$ cat src/rtl/qsn_rshift_pipe_pc5.sv
// qsn_rshift_pipe_pc5: two-stage right cyclic shifter (Pc=5) undoing the QSN left rotation.
// Stage 1 applies the 4/2 rotation levels, stage 2 merges the residual 1-lane rotation.
module qsn_rshift_pipe_pc5 #(
    parameter int QUAN_SIZE = 4,
    parameter int PC        = 5,
    parameter int SEL_W     = 3
) (
    input  logic                    sys_clk,
    input  logic                    rstn,
    input  logic [PC*QUAN_SIZE-1:0] msg_in,
    input  logic [SEL_W-1:0]        shift_factor,
    input  logic                    in_valid,
    output logic                    in_ready,
    output logic [PC*QUAN_SIZE-1:0] msg_out,
    output logic                    out_valid,
    input  logic                    out_ready,
    output logic                    shift_err
);
    function automatic logic [PC*QUAN_SIZE-1:0] rotr(input logic [PC*QUAN_SIZE-1:0] v, input int amt);
        logic [PC*QUAN_SIZE-1:0] r;
        r = '0;
        for (int i = 0; i < PC; i++) r[i*QUAN_SIZE +: QUAN_SIZE] = v[((i + PC - amt) % PC)*QUAN_SIZE +: QUAN_SIZE];
        return r;
    endfunction

    logic                    s1_valid_q, s1_valid_d;
    logic                    out_valid_q, out_valid_d;
    logic                    shift_err_q, shift_err_d;
    logic                    s1_sel0_q, s1_sel0_d;
    logic [PC*QUAN_SIZE-1:0] s1_data_q, s1_data_d;
    logic [PC*QUAN_SIZE-1:0] msg_out_q, msg_out_d;
    logic [PC*QUAN_SIZE-1:0] lvl2, lvl1;
    logic [SEL_W-1:0]        eff_sel;
    logic                    shift_bad, s2_adv, s1_adv, accept;

    always_comb begin
        // Out-of-range factors 5..7 fold to 0..2 with a single subtraction.
        shift_bad   = shift_factor >= SEL_W'(PC);
        eff_sel     = shift_bad ? shift_factor - SEL_W'(PC) : shift_factor;
        lvl2        = eff_sel[2] ? rotr(msg_in, 4) : msg_in;
        lvl1        = eff_sel[1] ? rotr(lvl2, 2) : lvl2;
        s2_adv      = !out_valid_q || out_ready;
        in_ready    = !s1_valid_q || s2_adv;
        accept      = in_valid && in_ready;
        s1_adv      = s1_valid_q && s2_adv;
        s1_valid_d  = accept || (s1_valid_q && !s2_adv);
        s1_data_d   = accept ? lvl1 : s1_data_q;
        s1_sel0_d   = accept ? eff_sel[0] : s1_sel0_q;
        out_valid_d = s2_adv ? s1_valid_q : out_valid_q;
        msg_out_d   = s1_adv ? (s1_sel0_q ? rotr(s1_data_q, 1) : s1_data_q) : msg_out_q;
        shift_err_d = shift_err_q || (accept && shift_bad);
    end

    always_ff @(posedge sys_clk or negedge rstn) begin
        if (!rstn) begin
            s1_valid_q  <= 1'b0;
            out_valid_q <= 1'b0;
            msg_out_q   <= '0;
            shift_err_q <= 1'b0;
        end else begin
            s1_valid_q  <= s1_valid_d;
            out_valid_q <= out_valid_d;
            msg_out_q   <= msg_out_d;
            shift_err_q <= shift_err_d;
        end
    end

    always_ff @(posedge sys_clk) begin
        s1_data_q <= s1_data_d;
        s1_sel0_q <= s1_sel0_d;
    end

    assign msg_out   = msg_out_q;
    assign out_valid = out_valid_q;
    assign shift_err = shift_err_q;
endmodule

$ cat config.mk
export PLATFORM = sky130hd
export DESIGN_NAME = qsn_rshift_pipe_pc5
export DESIGN_NICKNAME = d
export VERILOG_FILES = /design/src/rtl/qsn_rshift_pipe_pc5.sv
export SDC_FILE = /design/constraint.sdc
export NUM_CORES = 1
export LEC_CHECK = 0
export CAP_MARGIN = 10
export CORE_MARGIN = 2
export CORE_UTILIZATION = 40
export CTS_CLUSTER_DIAMETER = 150
export DETAILED_ROUTE_END_ITERATION = 6
export DONT_BUFFER_PORTS = 1
export GPL_TIMING_DRIVEN = 0
export PLACE_DENSITY = 0.53
export REMOVE_ABC_BUFFERS = 1
export SLEW_MARGIN = 20
export SYNTH_ARGS = -nofsm -noshare
export SYNTH_HDL_FRONTEND = slang
export SYNTH_SLANG_ARGS = --single-unit
$ cat constraint.sdc
create_clock -name sys_clk -period 1.7 [get_ports sys_clk]
set_clock_uncertainty 0.15 [all_clocks]
set_input_delay 0.085 -clock sys_clk [delete_from_list [all_inputs] [get_ports sys_clk]]
set_output_delay 0.085 -clock sys_clk [all_outputs]
set_load 0.1 [all_outputs]
==> flow_metrics.tcl <==
set metrics [dict create \
    grt_pass1_vias 1461 \
    synth_edf_count 21 \
    yosysTopAreaCell "edfxtp_1" \
    worst_slack_ps -230.6 \
    critical_path.max_stage_delay_ps 630 \
    utilization_pct 51.71 \
    use_met3_pct 3.563 \
    synth.yosys.warnings 0 \
    clk_latency_ps 290 \
    io_buffers 0 \
    wl_um 4902 \
    min_from "msg_in[8]" \
    fin_crit_sh_pct 113.6 \
    period_needed_ps 1931 \
    n_antenna_cell 0 \
    hold_viol_final 0 \
    power.total_w 0.003394 \
    drc 0 \
    final-setup-viol-count 11 \
    start_util_pct 40.72 \
    pre_cts_slack_ps -1837 \
    grt_antenna_before_repair 0 \
    rows 27 \
    failed_checks "negative setup slack" \
    grt_use_met2_pct 30.00 \
    gp_congestion 0.6898 \
    drv_slew 0 \
    avgViaCountPerCell 5.152 \
    io_pins 50 \
    synth_flop_cell "dfrtp_1" \
    yosys.cell_count.top_type "mux2i_1" \
    postPlaceCellArea_mm2 0.002220 \
    first_iter_violations 86 \
    ant_nets 0 \
    worstHoldEndpoint "s1_data_q[12]$_DFFE_PP_" \
    path_buf_inv 3 \
    synthArstFlopShare_pct 52.27 \
    r2r-end "s1_data_q[8]$_DFFE_PP_" \
    vias 1453 \
    synth-seq-cells 44 \
    r2r-start "out_valid$_DFFE_PN0P_" \
    hpwlAfterDp_um 2709 \
    startpoint_type "register" \
    critPathSlowestCell "dfrtp_4" \
    die-height_um 78.18 \
    grt_util_met1_pct 15.25 \
    cp_top_family "flip-flops" \
    drive_gt1_share_pct 12.38 \
    placedCellCount 234 \
    avgSynthCellArea_um2 12.80 \
    crit_required_ps 1570 \
    worst_ep_arrival_time_ps 1800 \
    syn-cell-area_mm2 0.002201 \
    cts_tree "done" \
    overflow 0 \
    path_max_fanout 5 \
    syn_inst 172 \
    ir_worst_vdd_mv 0.4676 \
    cts_buffer_depth 2 \
    relSlewSlack_pct 37.82 \
    rsz0062_at_grt "yes" \
    core_mm2 0.005405 \
    synth.distinct_cells 20 \
    ff2ff_setup_slack_ps -230 \
    grt_usage_pct 15.17 \
    wl_per_cell_um 17.38 \
    syn2layout_area_growth_pct 27.00 \
    top_usage_layer "met2" \
    reg2reg_depth 5 \
    synth-seq-area-share_pct 54.80 \
    grt_pass1_wl_um 7038 \
    cts_max_level 2 \
    dr.pass1.iters 4 \
    nNetsFinal 238 \
    outcome "finished with violations" \
    path_cells "nand3b_1 -> clkbuf_16 -> clkbuf_1 -> and2_4 -> buf_12" \
    cp-end-kind "register" \
    critPathKind "register to register" \
    p_per_area_mw_per_mm2 1214 \
    max_freq_ghz 0.5180 \
    cts.sinks 44 \
    yosysTopAreaCellShare_pct 28.65 \
    hp-class "input port to register" \
    die_width_um 78.18 \
    worstMarginPinSlew_ps 932.7 \
    clkSlewWorstSetupHoldPaths_ps 80 \
    stdcell_count 282 \
    die_area_mm2 0.006111 \
    synthTopCellsByCount "mux2i_1 (60), dfrtp_1 (23), nand2_1 (22), edfxtp_1 (21), o21ai_0 (21)" \
    cts-root-buf "clkbuf_8" \
    p_leak_nw 1.266 \
    maxCapViolCount 0 \
    fin_area_mm2 0.002795 \
    min_delay_path_depth 2 \
    grt_max_degree 41 \
    synth_top_cells_by_area "edfxtp_1 (29%), mux2i_1 (27%), dfrtp_1 (26%), o21ai_0 (4.8%), nand2_1 (3.8%)" \
    cts_buffers 5 \
]
-- final cells by class --
class,count,area (um^2)
clock buffers,6,72.57
clock inverters,2,35.03
fillers,478,2610
inverters,2,7.507
multi-input cells,119,977.2
flip-flops and latches,44,1210
well taps,72,90.09
repair buffers,37,402.9
-- routing by layer --
layer	part of all wire, %	up-vias
met3	3.5	5
met2	59	32
met5	0	-
li1	-	705
met1	36	711
met4	1.4	0
-- how the worst max path moves through the flow --
stage / slack, ps / start / to / cells past startpoint
2_1_floorplan: -1580 / out_valid$_DFFE_PN0P_ / shift_err$_DFF_PN0_ / 3
3_3_place_gp: -1820 / out_valid$_DFFE_PN0P_ / shift_err$_DFF_PN0_ / 3
3_5_place_dp: -1840 / out_valid$_DFFE_PN0P_ / shift_err$_DFF_PN0_ / 3
4_1_cts: -900 / out_valid$_DFFE_PN0P_ / s1_data_q[4]$_DFFE_PP_ / 3
5_1_grt: -290 / out_valid$_DFFE_PN0P_ / s1_data_q[16]$_DFFE_PP_ / 5
6_report: -230 / out_valid$_DFFE_PN0P_ / s1_data_q[8]$_DFFE_PP_ / 5
-- metrics by stage --
stage | TNS, ps | hold WS (ps)
after floorplan | -48140 | -360.6
after global placement | -64570 | -360.1
after detailed placement | -61360 | -360.0
after CTS | -20940 | -77.76
after global routing | -3569 | 22.69
final | -2432 | 20.53
-- layout by cell type, fill, tap and decap left out --
master / Yosys / routed
a31o_2: 1 / 1
and2_4: 0 / 2
buf_12: 2 / 3
buf_4: 0 / 3
buf_6: 2 / 1
bufinv_16: 0 / 1
clkbuf_1: 4 / 2
clkbuf_16: 0 / 1
clkbuf_8: 0 / 5
clkinv_2: 0 / 1
dfrtp_1: 23 / 22
dfrtp_4: 0 / 1
dlygate4sd3_1: 0 / 28
edfxtp_1: 21 / 21
ha_1: 2 / 2
inv_1: 2 / 2
mux2i_1: 60 / 60
nand2_1: 22 / 21
nand2_4: 0 / 1
nand2b_1: 3 / 3
nand3b_1: 1 / 1
nor3_2: 0 / 1
o211ai_1: 1 / 1
o211ai_4: 0 / 2
o21ai_0: 21 / 21
o21ai_4: 0 / 2
or3_4: 1 / 1
-- cell families after synthesis --
kind of cell | Yosys count | synth area share [%]
compound gates | 25 | 6.481
flops | 44 | 54.80
buf+inv | 12 | 4.321
simple gates | 29 | 5.969
mux | 60 | 27.29
fa+ha+maj | 2 | 1.137
-- what timing repair did --
action,CTS,global route
setup buffers,3,3
gates cloned,1,2
endpoints found under the setup margin,44,34
pin swaps,3,3
resized for setup,7,3
endpoints found under the hold margin,57,2
hold buffers,27,2
-- registers in the layout (all words and copies together) (netlist names) --
name,flops
s1_sel0_q,1
shift_err,1
s1_data_q,20
s1_valid_q,1
out_valid,1
msg_out,20
-- power breakdown --
group	leakage (nW)	switching, W	internal (W)
sequential	0.477	0.000839	0.00127
clock	0.0552	0.000351	0.000436
combinational	0.735	0.000257	0.000241
total	1.27	0.00145	0.00195
(Power assumes the default switching activity.)
